**src/rtl/weight_buffer_writer_pkg.sv**
```systemverilog
// Shared definitions for the weight buffer writer/reader pair: shape field
// layout, channel chunking and FSM state encoding.
package weight_buf_pkg;

  localparam int unsigned C_LSB       = 0;
  localparam int unsigned H_LSB       = 16;
  localparam int unsigned W_LSB       = 32;
  localparam int unsigned FIELD_W     = 16;
  localparam int unsigned CHUNK_SHIFT = 6;
  // Wide enough for the full h * n_wrap_c product
  localparam int unsigned OFF_W       = 2 * FIELD_W - CHUNK_SHIFT;

  localparam logic [1:0] ST_IDLE = 2'd0;
  localparam logic [1:0] ST_LOAD = 2'd1;
  localparam logic [1:0] ST_DONE = 2'd2;

  function automatic logic [FIELD_W-1:0] n_wrap_c(input logic [FIELD_W-1:0] c);
    return c >> CHUNK_SHIFT;
  endfunction

endpackage

```
**src/rtl/weight_buffer_writer_if.sv**
```systemverilog
// AXI-Stream weight word channel feeding the weight buffer writer.
interface weight_buffer_writer_if #(
  parameter int DATA_WIDTH = 64
) ();

  logic [DATA_WIDTH-1:0] tdata;
  logic                  tvalid;
  logic                  tready;
  logic                  tlast;

  modport master (output tdata, output tvalid, output tlast, input tready);
  modport slave  (input tdata, input tvalid, input tlast, output tready);

endinterface

```
**src/rtl/weight_buffer_writer_addr_gen.sv**
```systemverilog
// Bank/address walker for the weight buffer writer: steps k,y inside a column
// via off_r, rotates banks via rx_r and bumps the column base every N_BUF_X columns.
module wbw_addr_gen
  import weight_buf_pkg::*;
#(
  parameter int N_BUF_X    = 5,
  parameter int B_BUF_ADDR = 9,
  parameter int BX_W       = 3
) (
  input  logic                  clk,
  input  logic                  rstn,
  input  logic                  init,
  input  logic                  adv,
  input  logic [OFF_W-1:0]      hn,
  input  logic [FIELD_W-1:0]    w_m1,
  output logic [BX_W-1:0]       bank,
  output logic [B_BUF_ADDR-1:0] addr,
  output logic                  last
);

  logic [OFF_W-1:0]      off_r;
  logic [BX_W-1:0]       rx_r;
  logic [B_BUF_ADDR-1:0] base_r;
  logic [FIELD_W-1:0]    col_r;
  logic                  off_wrap;

  assign off_wrap = (off_r == hn - OFF_W'(1));
  assign last     = off_wrap && (col_r == w_m1);
  assign bank     = rx_r;
  assign addr     = base_r + off_r[B_BUF_ADDR-1:0];

  always_ff @(posedge clk or negedge rstn) begin
    if (!rstn) begin
      off_r  <= '0;
      rx_r   <= '0;
      base_r <= '0;
      col_r  <= '0;
    end else if (init) begin
      off_r  <= '0;
      rx_r   <= '0;
      base_r <= '0;
      col_r  <= '0;
    end else if (adv) begin
      if (off_wrap) begin
        off_r <= '0;
        col_r <= col_r + FIELD_W'(1);
        if (rx_r == BX_W'(N_BUF_X - 1)) begin
          rx_r   <= '0;
          base_r <= base_r + hn[B_BUF_ADDR-1:0];
        end else begin
          rx_r <= rx_r + BX_W'(1);
        end
      end else begin
        off_r <= off_r + OFF_W'(1);
      end
    end
  end

endmodule

```
**src/rtl/weight_buffer_writer.sv**
```systemverilog
// Streams a weight tensor into N_BUF_X interleaved banks in reader layout.
// Optional WEIGHT_BUFFER_WRITER_TLAST_CHECK_EN flags tlast/last-word disagreement in err.
module weight_buffer_writer
  import weight_buf_pkg::*;
#(
  parameter int N_BUF_X    = 5,
  parameter int B_BUF_ADDR = 9,
  parameter int B_SHAPE    = 48,
  parameter int DATA_WIDTH = 64
) (
  input  logic                           clk,
  input  logic                           rstn,
  input  logic [B_SHAPE-1:0]             wei_shape,
  input  logic                           start,
  output logic                           busy,
  output logic                           done,
  output logic                           err,
  weight_buffer_writer_if.slave          s_axis,
  output logic [N_BUF_X-1:0]             wren,
  output logic [B_BUF_ADDR*N_BUF_X-1:0]  wraddr,
  output logic [DATA_WIDTH-1:0]          wrdata
);

  localparam int BX_W = (N_BUF_X > 1) ? $clog2(N_BUF_X) : 1;

  logic [1:0]            state_r;
  logic [OFF_W-1:0]      hn_r;
  logic [FIELD_W-1:0]    w_m1_r;
  logic [FIELD_W-1:0]    c_in, h_in, w_in;
  logic [OFF_W-1:0]      hn_next;
  logic                  degenerate;
  logic                  start_acc;
  logic                  beat;
  logic [BX_W-1:0]       bank;
  logic [B_BUF_ADDR-1:0] addr;
  logic                  last;

  assign c_in = wei_shape[C_LSB +: FIELD_W];
  assign h_in = wei_shape[H_LSB +: FIELD_W];
  assign w_in = wei_shape[W_LSB +: FIELD_W];

  // Only multiply in the block; done once per load when start is taken
  assign hn_next    = OFF_W'(h_in) * OFF_W'(n_wrap_c(c_in));
  assign degenerate = (c_in < FIELD_W'(64)) || (h_in == '0) || (w_in == '0);

  assign start_acc     = start && (state_r == ST_IDLE);
  assign s_axis.tready = (state_r == ST_LOAD);
  assign beat          = s_axis.tvalid && s_axis.tready;
  assign busy          = (state_r != ST_IDLE);
  assign done          = (state_r == ST_DONE);

  wbw_addr_gen #(
    .N_BUF_X    (N_BUF_X),
    .B_BUF_ADDR (B_BUF_ADDR),
    .BX_W       (BX_W)
  ) u_addr_gen (
    .clk  (clk),
    .rstn (rstn),
    .init (start_acc),
    .adv  (beat),
    .hn   (hn_r),
    .w_m1 (w_m1_r),
    .bank (bank),
    .addr (addr),
    .last (last)
  );

`ifndef WEIGHT_BUFFER_WRITER_TLAST_CHECK_EN
  logic unused_tlast;
  assign unused_tlast = s_axis.tlast;
`endif

  always_ff @(posedge clk or negedge rstn) begin
    if (!rstn) begin
      state_r <= ST_IDLE;
      hn_r    <= '0;
      w_m1_r  <= '0;
      err     <= 1'b0;
      wren    <= '0;
      wraddr  <= '0;
      wrdata  <= '0;
    end else begin
      wren <= '0;
      case (state_r)
        ST_IDLE: begin
          if (start) begin
            hn_r    <= hn_next;
            w_m1_r  <= w_in - FIELD_W'(1);
            err     <= degenerate;
            state_r <= degenerate ? ST_DONE : ST_LOAD;
          end
        end
        ST_LOAD: begin
          if (beat) begin
            wren   <= N_BUF_X'(1) << bank;
            wraddr <= {N_BUF_X{addr}};
            wrdata <= s_axis.tdata;
`ifdef WEIGHT_BUFFER_WRITER_TLAST_CHECK_EN
            if (s_axis.tlast != last) err <= 1'b1;
`endif
            if (last) state_r <= ST_DONE;
          end
        end
        ST_DONE: state_r <= ST_IDLE;
        default: state_r <= ST_IDLE;
      endcase
    end
  end

endmodule

```
**src/flat_wrapper.sv**
```systemverilog
// flat-port wrapper written by rule: the top's interface ports become plain ports
module weight_buffer_writer_flat import weight_buf_pkg::*;
#(
  parameter int N_BUF_X    = 5,
  parameter int B_BUF_ADDR = 9,
  parameter int B_SHAPE    = 48,
  parameter int DATA_WIDTH = 64
)
  (clk, rstn, wei_shape, start, busy, done, err, wren, wraddr, wrdata, s_axis_tdata, s_axis_tvalid, s_axis_tlast, s_axis_tready);
  weight_buffer_writer_if #(.DATA_WIDTH(DATA_WIDTH)) s_axis_i ();
  input  logic clk;
  input  logic rstn;
  input  logic [B_SHAPE-1:0] wei_shape;
  input  logic start;
  output logic busy;
  output logic done;
  output logic err;
  output logic [N_BUF_X-1:0] wren;
  output logic [B_BUF_ADDR*N_BUF_X-1:0] wraddr;
  output logic [DATA_WIDTH-1:0] wrdata;
  input wire logic [$bits(s_axis_i.tdata)-1:0] s_axis_tdata;
  input wire logic [$bits(s_axis_i.tvalid)-1:0] s_axis_tvalid;
  input wire logic [$bits(s_axis_i.tlast)-1:0] s_axis_tlast;
  output wire logic [$bits(s_axis_i.tready)-1:0] s_axis_tready;
  assign s_axis_i.tdata = s_axis_tdata;
  assign s_axis_i.tvalid = s_axis_tvalid;
  assign s_axis_i.tlast = s_axis_tlast;
  assign s_axis_tready = s_axis_i.tready;
  weight_buffer_writer #(.N_BUF_X(N_BUF_X), .B_BUF_ADDR(B_BUF_ADDR), .B_SHAPE(B_SHAPE), .DATA_WIDTH(DATA_WIDTH)) u_core (.clk(clk), .rstn(rstn), .wei_shape(wei_shape), .start(start), .busy(busy), .done(done), .err(err), .s_axis(s_axis_i), .wren(wren), .wraddr(wraddr), .wrdata(wrdata));
endmodule
```
**config.mk**
```make
export PLATFORM = sky130hd
export DESIGN_NAME = weight_buffer_writer_flat
export DESIGN_NICKNAME = d
export VERILOG_FILES = /design/src/rtl/weight_buffer_writer_pkg.sv /design/src/rtl/weight_buffer_writer_if.sv /design/src/rtl/weight_buffer_writer_addr_gen.sv /design/src/rtl/weight_buffer_writer.sv /design/src/flat_wrapper.sv
export SDC_FILE = /design/constraint.sdc
export NUM_CORES = 1
export LEC_CHECK = 0
export CAP_MARGIN = 0
export CORE_ASPECT_RATIO = 1.4
export CORE_UTILIZATION = 35
export CTS_BUF_LIST = sky130_fd_sc_hd__clkbuf_16
export CTS_CLUSTER_SIZE = 16
export DETAILED_ROUTE_END_ITERATION = 8
export SLEW_MARGIN = 20
export SYNTH_ARGS = -nofsm -noshare
export SYNTH_HDL_FRONTEND = slang
export SYNTH_HIERARCHICAL = 1
export SYNTH_SLANG_ARGS = --single-unit
```
**constraint.sdc**
```tcl
create_clock -name clk -period 4.7 [get_ports clk]
set_input_delay 0.94 -clock clk [delete_from_list [all_inputs] [get_ports clk]]
set_output_delay 0.94 -clock clk [all_outputs]
set_load 0.05 [all_outputs]
```
* After elaboration in Yosys (flattened, before gate mapping)
Index checks and enable logic that the tools add are counted.
Operators by class: multiply operators 1, equal/unequal tests 8, shifts and indexed selects 1, muxes and demuxes 21, $add $sub $neg 7, reductions and logical operators 17, magnitude comparators 1
Operators with widths (number):
- $mux 26 | 3
- $mux 16 | 3
- $mux 9 | 4
- $logic_not 16->1 | 2
- $add 26x1->26 const B | 1
- $eq 26x26->1 | 1
- $mul 16x10->26 | 1
- $sub 26x1->26 const B | 1
- $add 9x9->9 | 2
- $add 16x1->16 const B | 1
- $eq 16x16->1 | 1
- $lt 16x7->1 const B | 1
- $sub 16x1->16 const B | 1
- $mux 3 | 4
- $mux 5 | 2
- $mux 2 | 4
- $reduce_bool 2->1 | 4
- $ne 2x2->1 const B | 3
- $reduce_and 2->1 | 3
- $reduce_and 3->1 | 2
- $shl 1x3->5 const A | 1
- $pmux 2 s2 | 1
- $add 3x1->3 const B | 1
- $eq 3x3->1 const B | 1
- 5 further kinds | 8
Word-level totals: logic and storage cells 67, register bits 213, input bits 117, output and inout bits 118

* Longest topological paths before layout
Gate-level depths: netlist of the first run.
word-level depth 6, depth in mapped cells 20, gate-level depth less buffers 18

* Cells and area by module
Netlist of the first run, hierarchy kept.
By module, submodules not included:
- weight_buffer_writer | instances 1, area each 10318.6 µm², cells an instance 1031
- wbw_addr_gen | instances 1, area each 4541.9 µm², cells an instance 543

* Least setup slack after synthesis of the first run
OpenSTA, ideal clock, no wires.
path kind input to register, start input port wei_shape[7], end register u_core.hn_r[25], data required time 4.576 ns, cell stages on the path 20, data arrival time 6.249 ns, setup slack -1.673 ns, buffers on the path 2, path through clkbuf_1 clkbuf_1 nand2_1 fa_1 inv_1 fa_1 inv_1 fa_1 inv_1 fa_1 inv_1 fa_1 inv_1 ha_1 o211ai_1 or2_1 or4b_4 a2111o_1 mux2i_1 a211o_2
On the way: longest elaborated chain between the ends 1
RTL lines:
- start: declaration | RTL line flat_wrapper.sv:13 | input logic [B_SHAPE-1:0] wei_shape;
- $mul 16x10->26 | RTL line weight_buffer_writer.sv:43 | assign hn_next = OFF_W'(h_in) * OFF_W'(n_wrap_c(c_in));
- end signal: assignment | RTL line weight_buffer_writer.sv:87 | hn_r <= hn_next;
- end: declaration | RTL line weight_buffer_writer.sv:27 | logic [OFF_W-1:0] hn_r;
Every way passes these cells. A chain may end at the register's enable or synchronous reset.

* Worst setup path in the final report of the first run
start input port wei_shape[18], end register u_core.hn_r[25]
The elaborated chain is that of the path after synthesis.

==> impl_metrics.env, run 1 <==
export IMPL_status="complete, but fails checks"
export IMPL_violations="negative setup slack"
export IMPL_synth_warning_count=6
export IMPL_synth_area_top_cells="dfrtp_1 30%, fa_1 15%, ha_1 7.0%"
export IMPL_ys_types=74
export IMPL_yosys_most_used_dff="dfrtp_1"
export IMPL_detail_route_wl_per_cell_um=15.3
export IMPL_timing_setup_tns_ns=-6.97
export IMPL_cts_sinks=177
export IMPL_worst_skew_pair_late_latency_ns=0.44
export IMPL_grt_pass1_wl_mm=61.9
export IMPL_layout_common_cells="202 x clkdlybuf4s50_1, 177 x dfrtp_1, 159 x nand2_1"
export IMPL_post_route_worst_setup_slack_ns=-0.811
export IMPL_critical_path_peak_fanout=5
export IMPL_worstHoldEndpoint="u_core/w_m1_r[6]$_DFFE_PN0P_"
export IMPL_syn_avg_cell_area_um2=9.44
export IMPL_p_r_area_growth_vs_syn_pct=33.5
export IMPL_maxClockFrequency_mhz=181
export IMPL_yosysSeqAreaShare_pct=29.8
export IMPL_irDropWorstVdd_mv=0.564
export IMPL_synthesis_instances=1574
export IMPL_floorplan_rows=89
export IMPL_crit_path_start="wei_shape[18]"
export IMPL_final_net_count=2187
export IMPL_timing_hold_worst_class="flip-flop to flip-flop"
export IMPL_critical_path_top_cell_by_count="fa_1"
export IMPL_worst_ep_arrival_time_ns=5.84
export IMPL_floorplan_die_area_mm2=0.0433
export IMPL_max_cap_viol_count=0
export IMPL_clock_skew_after_layout_ns=0.00831
export IMPL_drive_above_1_share_pct=23.0
export IMPL_design_core_area_mm2=0.0420
export IMPL_cts_htree_levels=4
export IMPL_finalWeightedCongestion=0.880
export IMPL_place_inst=2375
export IMPL_worst_reg2reg_path_endpoint="u_core/u_addr_gen/col_r[7]$_DFFE_PN0P_"
export IMPL_pin_count=235
export IMPL_timing_hold_worst_start="u_core/w_m1_r[6]$_DFFE_PN0P_"
export IMPL_cts_root_buf="clkbuf_16"
export IMPL_power_per_cell_area_mw_per_mm2=601
export IMPL_setup_repair_after_global_routing_missed_its_margin="yes"
export IMPL_cts_hold_buffers_added=0
export IMPL_num_fill_cells=3911
export IMPL_setup_worst_path_end_class="flip-flop"
export IMPL_route_vias_total=12200
export IMPL_antenna_violations_before_repair=1
export IMPL_drc=0
export IMPL_layout_cell_area_non_filler_mm2=0.0198
export IMPL_total_length_of_routed_wires_mm=37.3
export IMPL_cpMaxStageDelayCell="fa_1"
export IMPL_tritoncts="yes"
export IMPL_pre_cts_slack_ns=-1.75
export IMPL_layout_cells_non_filler=2435
export IMPL_r2r_cells=9
export IMPL_detail_route_first_pass_iterations=5
export IMPL_r2r_slack_ns=0.47
export IMPL_syn_area_mm2=0.0149
export IMPL_worst_path_largest_cell_delay_ns=0.57
export IMPL_gr_total_overflow=0
export IMPL_die_height_um=246
export IMPL_synth_largest_type_area_fraction_pct=29.8
export IMPL_cts_buffers_inserted=17
export IMPL_ant_nets=0
export IMPL_drv_slew=0
export IMPL_crit_chain="buf_8 > buf_6 > and2_4 > fa_1 > fa_1 > fa_1 > fa_1 > inv_1 > fa_1 > inv_2 > ha_4 > o211ai_1 > or2_1 > or4b_4 > a2111o_1 > mux2i_1 > a211o_2"
export IMPL_layout_cells_most_common="clkdlybuf4s50_1"
export IMPL_synth_ff_latch_count=177
export IMPL_first_global_vias=12600
export IMPL_crit_family="adder cells"
export IMPL_syn_num_nets=1886
export IMPL_clkSlewWorstSetupHoldPaths_ns=0.07
export IMPL_final_period_utilization_pct=117
export IMPL_hold_violations=0
export IMPL_hold_path_cell_count=2
export IMPL_standard_cell_area_after_detailed_placement_mm2=0.0185
export IMPL_clock_tree_buffer_depth=2
export IMPL_timing_max_slew_rel_slack_pct=45.2
export IMPL_timing_critical_path_required_ns=5.03
export IMPL_synth_edff_count=0
export IMPL_grt_start_max_net_pins=91
export IMPL_floorplan_die_width_um=176
export IMPL_io_buffer_count=227
export IMPL_r2r_start="u_core/hn_r[3]$_DFFE_PN0P_"
export IMPL_final_min_clock_period_ns=5.51
export IMPL_worstSetupPathType="input pin to flip-flop"
export IMPL_synth_async_reset_ratio_pct=100
export IMPL_netlist_top_cell_by_area="dfrtp_1"
export IMPL_dp_final_hpwl_mm=29.3
export IMPL_drt_iter0_drc=466
export IMPL_pin_slew_with_the_least_headroom_to_its_limit_ns=0.822
export IMPL_power_static_leakage_nw=8.92
export IMPL_sum_of_buffers_and_inverters_on_the_critical_path=4
export IMPL_viasPerCell=5.01
export IMPL_finalSetupViolations=17
export IMPL_groute_usage_overall_pct=17.6
export IMPL_total_power_mw=11.9
export IMPL_floorplan_initialDensity_pct=35.4
export IMPL_crit_path_start_kind="input pin"
-- how the worst max path moves through the flow --
stage	end	slack [ns]	cells past startpoint
CTS	u_core/hn_r[25]$_DFFE_PN0P_	-0.96	20
floorplan	u_core/hn_r[25]$_DFFE_PN0P_	-1.11	20
global placement	u_core/hn_r[25]$_DFFE_PN0P_	-1.71	17
global route	u_core/hn_r[25]$_DFFE_PN0P_	-0.93	17
finish	u_core/hn_r[25]$_DFFE_PN0P_	-0.81	17
detailed placement	u_core/hn_r[25]$_DFFE_PN0P_	-1.75	17
-- synth_stat cells (all sizes together) (6+ instances only) --
cell type and number:
or3 16, fa 112, nor2 68, xnor2 58, a21o 9, o21bai 8
clkbuf 57, dfrtp 177, a21oi 72, mux2 74, o21ai 65, nand2 187
ha 83, and4 7, nor4 23, o21a 8, nor3 25, buf 63
or4 27, and3 9, o31ai 12, nand3 22, and2 84, xor2 53
nand4 22, a31oi 6, inv 144
-- state kept, by name (all words and copies together), names as in the netlist --
name,flops
u_core/err,1
u_core/hn_r,26
u_core/state_r,2
u_core/u_addr_gen/bank,3
u_core/u_addr_gen/base_r,9
u_core/u_addr_gen/col_r,16
u_core/u_addr_gen/off_r,26
u_core/w_m1_r,16
u_core/wraddr,9
u_core/wrdata,64
u_core/wren,5
-- area by class of cell --
cell class	count	area [um2]	share of cell area [%]
antenna	1	2.50	0.0126
clock buffer	17	425	2.14
clock inverter	15	150	0.757
inverter	144	541	2.72
multi-input combinational	1132	9830	49.6
sequential	177	4430	22.3
tap	546	683	3.44
timing repair buffer	403	3770	19.0
-- metrics by stage --
stage	util [%]	hold slack [ns]
floorplan	-	0.448
global placement	44.1	0.482
detailed placement	44.1	0.490
CTS	46.7	0.507
global route	47.3	0.512
finish	47.3	0.503
-- worst register-to-register path: cells and delay by family (launching register included) --
family | cells | cell delay, ns
simple gates | 5 | 2.86
flops | 1 | 0.50
compound gates | 3 | 0.50
buf+inv | 1 | 0.28
-- logic make-up after synthesis --
logic type	Yosys count	share of synthesized area, %
mux	78	5.88
compound gates	229	9.65
flops	177	29.8
xor+xnor	111	6.54
buf+inv	265	8.08
fa+ha+maj	195	22.1
simple gates	519	18.0
-- layer usage --
layer / track usage, % / vias up / share of wire, %
met5: 0 / - / 0
met4: 7.06 / 0 / 3.1
met3: 2.38 / 78 / 4.0
met2: 31.9 / 317 / 52
met1: 20.5 / 5953 / 41
li1: - / 5863 / -
-- timing repair --
item,in CTS,in global routing
gates resized for setup,203,80
pin swaps,77,80
setup buffers,23,11
setup endpoints to repair,19,18
-- report_power, final --
group	leakage, nW	total (mW)	switching, mW	internal, mW
sequential	2.23	2.10	0.299	1.80
clock	0.286	1.40	0.657	0.747
combinational	6.40	8.42	4.29	4.13
total	8.92	11.9	5.25	6.67
Power figures use the tool's default switching activity.
==> run 2: changes to the inputs <==
Settings changed: GPL_ROUTABILITY_DRIVEN from default to 0.
Clock period 4.7 ns to 5.9 ns, I/O delays scaled along.
==> impl_metrics.env, run 2 (synthesis gave the netlist of run 1 again) <==
export IMPL_drt_iter0_drc=484
export IMPL_crit_path_start_kind="input pin"
export IMPL_viasPerCell=5.02
export IMPL_layout_cells_non_filler=2396
export IMPL_drive_above_1_share_pct=16.4
export IMPL_floorplan_die_width_um=176
export IMPL_dp_final_hpwl_mm=29.2
export IMPL_max_cap_viol_count=0
export IMPL_cts_htree_levels=4
export IMPL_finalSetupViolations=0
export IMPL_detailroute_wirelength_met3_mm=1.47
export IMPL_insertedDiodeCount=0
export IMPL_worst_ep_arrival_time_ns=6.15
export IMPL_cts_hold_buffers_added=0
export IMPL_drv_slew=0
export IMPL_p_r_area_growth_vs_syn_pct=27.6
export IMPL_layout_cells_most_common="clkdlybuf4s50_1"
export IMPL_ant_nets=0
export IMPL_power_share_sequential_pct=20.8
export IMPL_cts_buffers_inserted=17
export IMPL_switching_share_pct=44.8
export IMPL_top_regs="u_core/wrdata (64), u_core/hn_r (26), u_core/u_addr_gen/off_r (26)"
export IMPL_die_height_um=246
export IMPL_pin_count=235
export IMPL_top_layer="met4"
export IMPL_route_vias_total=12000
export IMPL_routedLengthMet1_mm=15.0
export IMPL_tritoncts="yes"
export IMPL_final_min_clock_period_ns=5.83
export IMPL_power_combinational_fraction_pct=65.4
export IMPL_clkSlewWorstSetupHoldPaths_ns=0.07
export IMPL_worstSetupPathType="input pin to flip-flop"
export IMPL_switchingPower_mw=3.70
export IMPL_grt_start_max_net_pins=107
export IMPL_power_per_cell_area_mw_per_mm2=435
export IMPL_cellInternalPower_mw=4.55
export IMPL_floorplan_rows=89
export IMPL_number_of_flip_flops_in_the_largest_register=64
export IMPL_setup_repair_after_global_routing_missed_its_margin="yes"
export IMPL_first_global_vias=12200
export IMPL_floorplan_initialDensity_pct=35.4
export IMPL_final_period_utilization_pct=98.9
export IMPL_design_core_area_mm2=0.0420
export IMPL_pin_slew_with_the_least_headroom_to_its_limit_ns=1.01
export IMPL_cts_root_buf="clkbuf_16"
export IMPL_clock_skew_after_layout_ns=0.0107
export IMPL_timing_hold_worst_class="flip-flop to flip-flop"
export IMPL_floorplan_die_area_mm2=0.0433
export IMPL_drc=0
export IMPL_status="complete, no violations"
export IMPL_worst_skew_pair_late_latency_ns=0.43
export IMPL_timing_max_slew_rel_slack_pct=32.3
export IMPL_largest_register="u_core/wrdata"
export IMPL_layout_common_cells="202 x clkdlybuf4s50_1, 178 x nand2_1, 177 x dfrtp_1"
export IMPL_total_length_of_routed_wires_mm=37.0
export IMPL_hold_violations=0
export IMPL_final_net_count=2149
export IMPL_clock_tree_buffer_depth=2
export IMPL_maxClockFrequency_mhz=171
export IMPL_antenna_violations_before_repair=0
export IMPL_cts_sinks=177
export IMPL_gr_total_overflow=0
export IMPL_irDropWorstVdd_mv=0.228
export IMPL_groute_usage_overall_pct=17.2
export IMPL_portion_of_total_power_attributed_to_the_clock_network_pct=13.9
export IMPL_timing_critical_path_required_ns=6.22
export IMPL_critical_path_peak_fanout=4
export IMPL_total_power_mw=8.25
export IMPL_place_inst=2343
export IMPL_setup_worst_path_end_class="flip-flop"
export IMPL_seqCellArea_mm2=0.00443
export IMPL_detail_route_first_pass_iterations=5
export IMPL_power_static_leakage_nw=8.60
export IMPL_grt_pass1_wl_mm=60.7
export IMPL_detail_route_wl_per_cell_um=15.4
export IMPL_met2RoutedLength_mm=19.9
export IMPL_io_buffer_count=227
export IMPL_num_fill_cells=4012
export IMPL_multiInputGateArea_mm2=0.00935
[run 2: changes by cell type in the layout (fill, tap and decap cells not counted), sizes merged]
| cell | previous run | this run |
|---|---|---|
| buf | 193 | 154 |
| clkbuf | 23 | 18 |
| dlygate4sd2 | 1 | 5 |
| inv | 151 | 147 |
| clkinvlp | 0 | 3 |
| clkdlybuf4s15 | 1 | 3 |
| clkinv | 7 | 8 |
| diode | 1 | 0 |
[run 2: routing by layer]
metal	global-route usage (%)	vias to the layer above
li1	-	5778
met2	32.7	291
met4	5.22	0
met5	0	-
met1	19.7	5918
met3	2.32	36
[run 2: worst max-delay path, stage by stage]
cell and delay [ns]:
buf_2 0.14, buf_6 0.13, and2_1 0.14, fa_1 0.47
fa_1 0.56, fa_1 0.44, fa_1 0.51, inv_1 0.05
fa_1 0.51, inv_2 0.04, ha_4 0.26, o211ai_1 0.09
or2_1 0.26, or4b_4 0.56, a2111o_1 0.41, mux2i_1 0.13
a211o_2 0.25
[run 2: metrics by stage]
step                setup WS [ns]  hold WS [ns]  TNS [ns]  area, um2  utilization (%)
floorplan                  -0.165         0.448    -0.256      14900                -
global placement           -0.839         0.475     -8.69      18100             43.1
detailed placement         -0.871         0.480     -9.47      18100             43.1
CTS                      0.000797         0.496         0      18800             44.9
global route              -0.0215         0.514   -0.0215      19000             45.2
finish                     0.0672         0.491         0      19000             45.2
[run 2: final timing paths]
path | from | endpoint | slack (ns) | cells past startpoint
min in group asynchronous | rstn | u_core/wrdata[61]$_DFFE_PN0P_ | 0.59 | 1
max reg2reg | u_core/hn_r[1]$_DFFE_PN0P_ | u_core/u_addr_gen/col_r[13]$_DFFE_PN0P_ | 1.11 | 8
max | wei_shape[17] | u_core/hn_r[25]$_DFFE_PN0P_ | 0.07 | 17
min | u_core/w_m1_r[6]$_DFFE_PN0P_ | u_core/w_m1_r[6]$_DFFE_PN0P_ | 0.49 | 2
max in group asynchronous | rstn | u_core/u_addr_gen/off_r[4]$_DFFE_PN0P_ | 4.09 | 3
min reg2reg | u_core/w_m1_r[6]$_DFFE_PN0P_ | u_core/w_m1_r[6]$_DFFE_PN0P_ | 0.49 | 2
[run 2: power groups by stage]
stage,logic (mW),registers (mW),clock network [mW]
after CTS,5.36,1.72,1.18
after global placement,5.19,1.72,0
after detailed placement,5.25,1.74,0
after global routing,5.99,1.75,1.22
after floorplan,3.21,1.94,0
final,5.39,1.71,1.14
[run 2: final cells by class]
cell class / instances / share of cell area [%]
clock buffers: 17 / 2.24
well taps: 546 / 3.60
inverters: 144 / 2.85
multi-input cells: 1132 / 49.3
repair buffers: 365 / 17.7
flip-flops and latches: 177 / 23.4
clock inverters: 15 / 0.944
[run 2: what timing repair did]
action                                  CTS  global route
pin swaps                                26            18
gates resized for setup                  94            35
endpoints found under the setup margin   12             6
setup buffers                            12             7
cloned                                    1             0
==> RTL edit 1 (settings of run 1) <==
The package constant `H_LSB` goes from 16 to 18.
--- a/src/rtl/weight_buffer_writer_pkg.sv
+++ b/src/rtl/weight_buffer_writer_pkg.sv
@@ -3,7 +3,7 @@
 package weight_buf_pkg;
 
   localparam int unsigned C_LSB       = 0;
-  localparam int unsigned H_LSB       = 16;
+  localparam int unsigned H_LSB       = 18;
   localparam int unsigned W_LSB       = 32;
   localparam int unsigned FIELD_W     = 16;
   localparam int unsigned CHUNK_SHIFT = 6;
Function: changed (a bounded check fails within 4 cycles, from zero or initial values and one cycle with rstn low).
==> RTL edit 1 against run 1 <==
The flow still finishes with violations (negative setup slack). Worst hold slack lost 18 ps. Non-clock buffer count grew 18. Synthesized cell count shrank 0.57%. Critical path depth shrank 2. First-iteration DRC count grew 9.9%. Sequential cell count is the same. Combinational power grew 5.0%. Power grew 4.0%. Synthesized area grew 0.48%. Setup slack gained 490 ps. Routed wire length grew 4.1%. Fmax grew 9.7%. Cell area grew 2.3%. Critical endpoint is now u_core/hn_r[23]. Largest cell class unchanged. Largest power group unchanged.
==> RTL edit 1: results (changes against run 1) <==
[run_status]
status = finished with violations
violations = negative setup slack

[place]
post-dp-hpwl_mm = 30.10  ; +2.8%
post-place-ws_ps = -1401  ; +353.3 ps
io_buffers = 225  ; -0.88%
routabilityCongestion = 0.8456  ; -3.9%
placed_cells = 2373  ; -0.084%

[sta]
finalCriticalPeriod_ps = 5024  ; -487.3 ps
setup_ws_ps = -324.1  ; +487.3 ps
worst_pin_slew_ps = 857.7  ; +36.16 ps
fin_skew_ps = 10.44  ; +2.125 ps
final.setup.tns_ps = -3228  ; +3741 ps
setup_viol = 15  ; -2

[yosys]
synth_xor_area_frac = 0.06393  ; -0.001486
yosysSeqAreaShare = 0.2966  ; -0.001424
avgSynthCellArea_um2 = 9.541  ; +1.1%
synth_compound_area_frac = 0.1021  ; +0.005656
synthAdderAreaFrac = 0.2197  ; -0.001054
synthMuxAreaShare = 0.05849  ; -0.0002807
synth_area_leaders = dfrtp_1 (30%), fa_1 (15%), ha_1 (7.0%)
synth_cell_type_count = 87  ; +18%

[setup_path]
path_max_fanout = 6  ; +1
startpoint = wei_shape[14]

[grt]
grt_pass1_vias = 12523  ; -0.47%
grtUsageMet2 = 0.3321  ; +0.01282
antenna_found_initial = 0  ; -1
grt_pass1_wl_mm = 63.16  ; +2.0%
use_met3 = 0.02685  ; +0.003042

[pwr]
power.internal_w = 0.006860  ; +2.8%
ir_drop_mv = 0.4018  ; -29%
p_leak_nw = 9.098  ; +2.0%

[detailed_routing]
met1_length_mm = 15.43  ; +0.36%
viasPerCell = 5.042  ; +0.54%
met2WireLength_mm = 20.20  ; +4.9%
drt_iter0_drc = 512  ; +9.9%

[cells_and_area]
drive_above_1_share = 0.2671  ; +0.03721
reg_top3 = u_core/wrdata x64, u_core/hn_r x26, u_core/u_addr_gen/off_r x26
final_nets = 2201  ; +0.64%
nFillCells = 3934  ; +0.59%
antennaDiodeCount = 0  ; -1

[cts]
clock_latency_ps = 440  ; about the same

[worst_hold_path]
hold_start = u_core/state_r[1]

-- RTL edit 1: changes by cell type in the layout (fill, tap and decap cells not counted), sizes merged, moves of 4 or more --
cell / before / now
a211o: 5 / 1
o21bai: 8 / 4
and3: 9 / 14
a21oi: 72 / 67
nor3: 25 / 20
nor2: 68 / 72
o31ai: 12 / 16
nand2: 187 / 178
buf: 193 / 216
-- RTL edit 1: timing repair --
action / 4_1_cts / 5_1_grt
pin swaps: 86 / 80
gates cloned: 4 / 0
endpoints found under the setup margin: 20 / 18
resized for setup: 220 / 67
buffers inserted: 35 / 6
-- RTL edit 1: power by group through the flow --
stage	clock, W	sequential (W)	combinational (W)
6_report	0.00145	0.00210	0.00884
5_1_grt	0.00155	0.00215	0.00965
4_1_cts	0.00149	0.00211	0.00850
3_5_place_dp	0	0.00214	0.00770
3_3_place_gp	0	0.00212	0.00760
2_1_floorplan	0	0.00243	0.00477
-- RTL edit 1: worst max-delay path, stage by stage --
cell and delay (ps):
buf_8 100, buf_6 120, and2_4 140, fa_1 560, fa_2 490, fa_2 590, fa_1 430, fa_1 520
ha_4 320, and3_4 210, nand2_4 60, or4_4 430, o211ai_2 190, a2bb2oi_2 160, o31ai_2 80
-- RTL edit 1: area by class of cell --
cell class	instances	area, µm²	area share
sequential	177	4429	0.2182
clock inverter	15	185.2	0.009124
multi-input combinational	1128	10100	0.4978
clock buffer	17	425.4	0.02096
inverter	144	540.5	0.02663
timing repair buffer	421	3929	0.1936
tap	546	683.2	0.03366
-- RTL edit 1: final timing paths --
path | slack (ps) | end
max in group asynchronous | 3160 | u_core/wren[2]
min reg2reg | 490 | u_core/state_r[1]
min in group asynchronous | 530 | u_core/wrdata[20]
max reg2reg | 580 | u_core/u_addr_gen/col_r[8]
max | -320 | u_core/hn_r[23]
min | 490 | u_core/state_r[1]
==> RTL edit 2 (flow settings as in run 1) <==
Made on the original files. Reset style: synchronous (`rstn`), changed in 2 clocked blocks.
--- a/src/rtl/weight_buffer_writer_addr_gen.sv
+++ b/src/rtl/weight_buffer_writer_addr_gen.sv
@@ -29,7 +29,7 @@
   assign bank     = rx_r;
   assign addr     = base_r + off_r[B_BUF_ADDR-1:0];
 
-  always_ff @(posedge clk or negedge rstn) begin
+  always_ff @(posedge clk) begin
     if (!rstn) begin
       off_r  <= '0;
       rx_r   <= '0;
--- a/src/rtl/weight_buffer_writer.sv
+++ b/src/rtl/weight_buffer_writer.sv
@@ -70,7 +70,7 @@
   assign unused_tlast = s_axis.tlast;
 `endif
 
-  always_ff @(posedge clk or negedge rstn) begin
+  always_ff @(posedge clk) begin
     if (!rstn) begin
       state_r <= ST_IDLE;
       hn_r    <= '0;
Formal check against the unedited RTL: differs if rstn is asserted again (counterexample within 4 cycles, from zero or initial values and one cycle with rstn low); with rstn held inactive, the same outputs for 4 cycles.
==> RTL edit 2 against run 1 <==
The flow still finishes with violations (negative setup slack). Sequential power decreased by 18%. Sequential cell count stayed put. Register-to-register slack improved by 140 ps. Fmax grew 4.0%. Synthesized area fell by 3.6%. Sequential share of layout area is 4.3 points lower. Power down 7.0%. Critical endpoint is now u_core/hn_r[19]. Global-route usage grew 2.7 points. Setup slack better by 210 ps. Final cell count up 7.0%. Count of clock-buffer cells in the layout unchanged. Cell area down 0.95%. Routed wire length up 13%.
==> RTL edit 2: results (changes against run 1) <==
[run_status]
status = finished with violations
violations = negative setup slack

[pwr]
switching_power_w = 0.004766  ; -9.2%
ir_drop_mv = 0.4366  ; -23%
p_leak_nw = 8.263  ; -7.4%

[detailed_routing]
dr.pass1.iters = 5  ; unchanged
wire_per_inst_um = 16.10  ; +5.1%
viasPerCell = 5.035  ; +0.39%
drt_iter0_drc = 564  ; +21%

[yosys]
synth_common_cells = nand2_1 (304), dfxtp_1 (177), inv_1 (139), a21oi_1 (131), fa_1 (112)
synth_area_leaders = dfxtp_1 (25%), fa_1 (16%), nand2_1 (8.0%)
synth_ff_type = dfxtp_1
async_flop_share = 0  ; -1.000
syn-num-nets = 2048  ; +8.6%
synth_cell_type_count = 82  ; +11%
yosysSeqAreaShare = 0.2474  ; -0.05065

[sta]
setup_viol = 18  ; +1
fin_skew_ps = 11.05  ; +2.736 ps
final.setup.tns_ps = -6691  ; +277.9 ps
slew_headroom = 0.3388  ; -0.1135
fin_hold_ws_ps = 455.2  ; -47.57 ps
setup_ws_ps = -598.5  ; +212.9 ps

[grt]
grt_max_degree = 89  ; -2.2%
grt_usage = 0.2024  ; +0.02688
grt_pass1_wl_mm = 67.75  ; +9.5%
antenna_found_initial = 2  ; +1
grt_pass1_vias = 13219  ; +5.1%

[setup_path]
path_max_fanout = 3  ; -2
worstPathArrival_ps = 5640  ; -200 ps
r2r_slack_ps = 610  ; +140 ps

[place]
io_buffers = 227  ; unchanged
routabilityCongestion = 0.8770  ; -0.31%
post-place-ws_ps = -1573  ; +181.9 ps
post-dp-hpwl_mm = 32.58  ; +11%

[cts]
clock_latency_ps = 450
clockRootBuffer = clkbuf_16
cts_buffers = 17  ; unchanged
post_cts_resized = 216  ; +6.4%
cts_setup_buffers = 48  ; +110%
clk_pin_slew_ps = 70  ; about the same

[cells_and_area]
final_nets = 2369  ; +8.3%
reg_top3 = u_core/wrdata x64, u_core/hn_r x26, u_core/u_addr_gen/off_r x26
drive_above_1_share = 0.1947  ; -0.03519
nFillCells = 3791  ; -3.1%

[job]
maxCapViolCount = 0  ; unchanged

## RTL edit 2: changes by cell type in the layout (fill, tap and decap cells not counted), moves of 27 or more
cell     change
dfxtp_1    +177
nor2_1      +31
dfrtp_1    -177
nand2_1    +127
mux2_2      -73
buf_4       +27
a21oi_1     +61
## RTL edit 2: final timing paths
check | start | end | cells after the start
max reg2reg | u_core/hn_r[1] | u_core/u_addr_gen/col_r[10] | 10
min | u_core/wrdata[58] | u_core/wrdata[58] | 2
max | wei_shape[8] | u_core/hn_r[19] | 21
min reg2reg | u_core/wrdata[58] | u_core/wrdata[58] | 2
## RTL edit 2: critical path, stage by stage
cell       delay, ps
buf_8             90
buf_12           110
nand2_4           40
fa_1             510
inv_2             40
fa_1             500
inv_1             50
fa_1             490
inv_2             40
fa_1             490
inv_2             40
fa_1             540
inv_2             40
ha_4             230
a21oi_4          170
o22ai_2          120
buf_4            170
nor3_4           230
a2111oi_4        120
or4_1            410
a32o_1           260
## RTL edit 2: power by group through the flow
| stage | logic (W) | registers, W | clock network [W] |
|---|---|---|---|
| floorplan | 0.00383 | 0.00183 | 0 |
| global placement | 0.00599 | 0.00176 | 0 |
| detailed placement | 0.00605 | 0.00176 | 0 |
| CTS | 0.00756 | 0.00173 | 0.00150 |
| global route | 0.00856 | 0.00174 | 0.00155 |
| finish | 0.00790 | 0.00173 | 0.00146 |
## RTL edit 2: area by class of cell
class | instances | area [µm²] | area share
inverters | 140 | 529.3 | 0.02694
clock buffers | 17 | 425.4 | 0.02165
repair buffers | 427 | 3961 | 0.2016
flip-flops and latches | 177 | 3543 | 0.1803
well taps | 534 | 668.1 | 0.03400
clock inverters | 15 | 177.7 | 0.009042
multi-input cells | 1294 | 10340 | 0.5262
diodes | 2 | 5.005 | 0.0002547
## RTL edit 2: cell families after synthesis
family | count (synthesis) | synth area share
simple gates | 693 | 0.2395
compound gates | 283 | 0.1262
buf+inv | 265 | 0.08019
fa+ha+maj | 195 | 0.2291
flops | 177 | 0.2474
xor+xnor | 108 | 0.06709
mux | 15 | 0.01048
## RTL edit 2: stage by stage
stage / cell area [µm²] / std cells
floorplan: 14640 / 1736
CTS: 19440 / 2600
finish: 19650 / 2606
global route: 19650 / 2606
detailed placement: 17970 / 2520
global placement: 17970 / 2520
## RTL edit 2: layer usage
| layer | share of wire | up-vias | global-route usage |
|---|---|---|---|
| met5 | 0 | - | 0 |
| met4 | 0.035 | 0 | 0.09091 |
| met3 | 0.032 | 78 | 0.02731 |
| met2 | 0.54 | 322 | 0.3992 |
| met1 | 0.39 | 6307 | 0.2118 |
| li1 | - | 6413 | - |
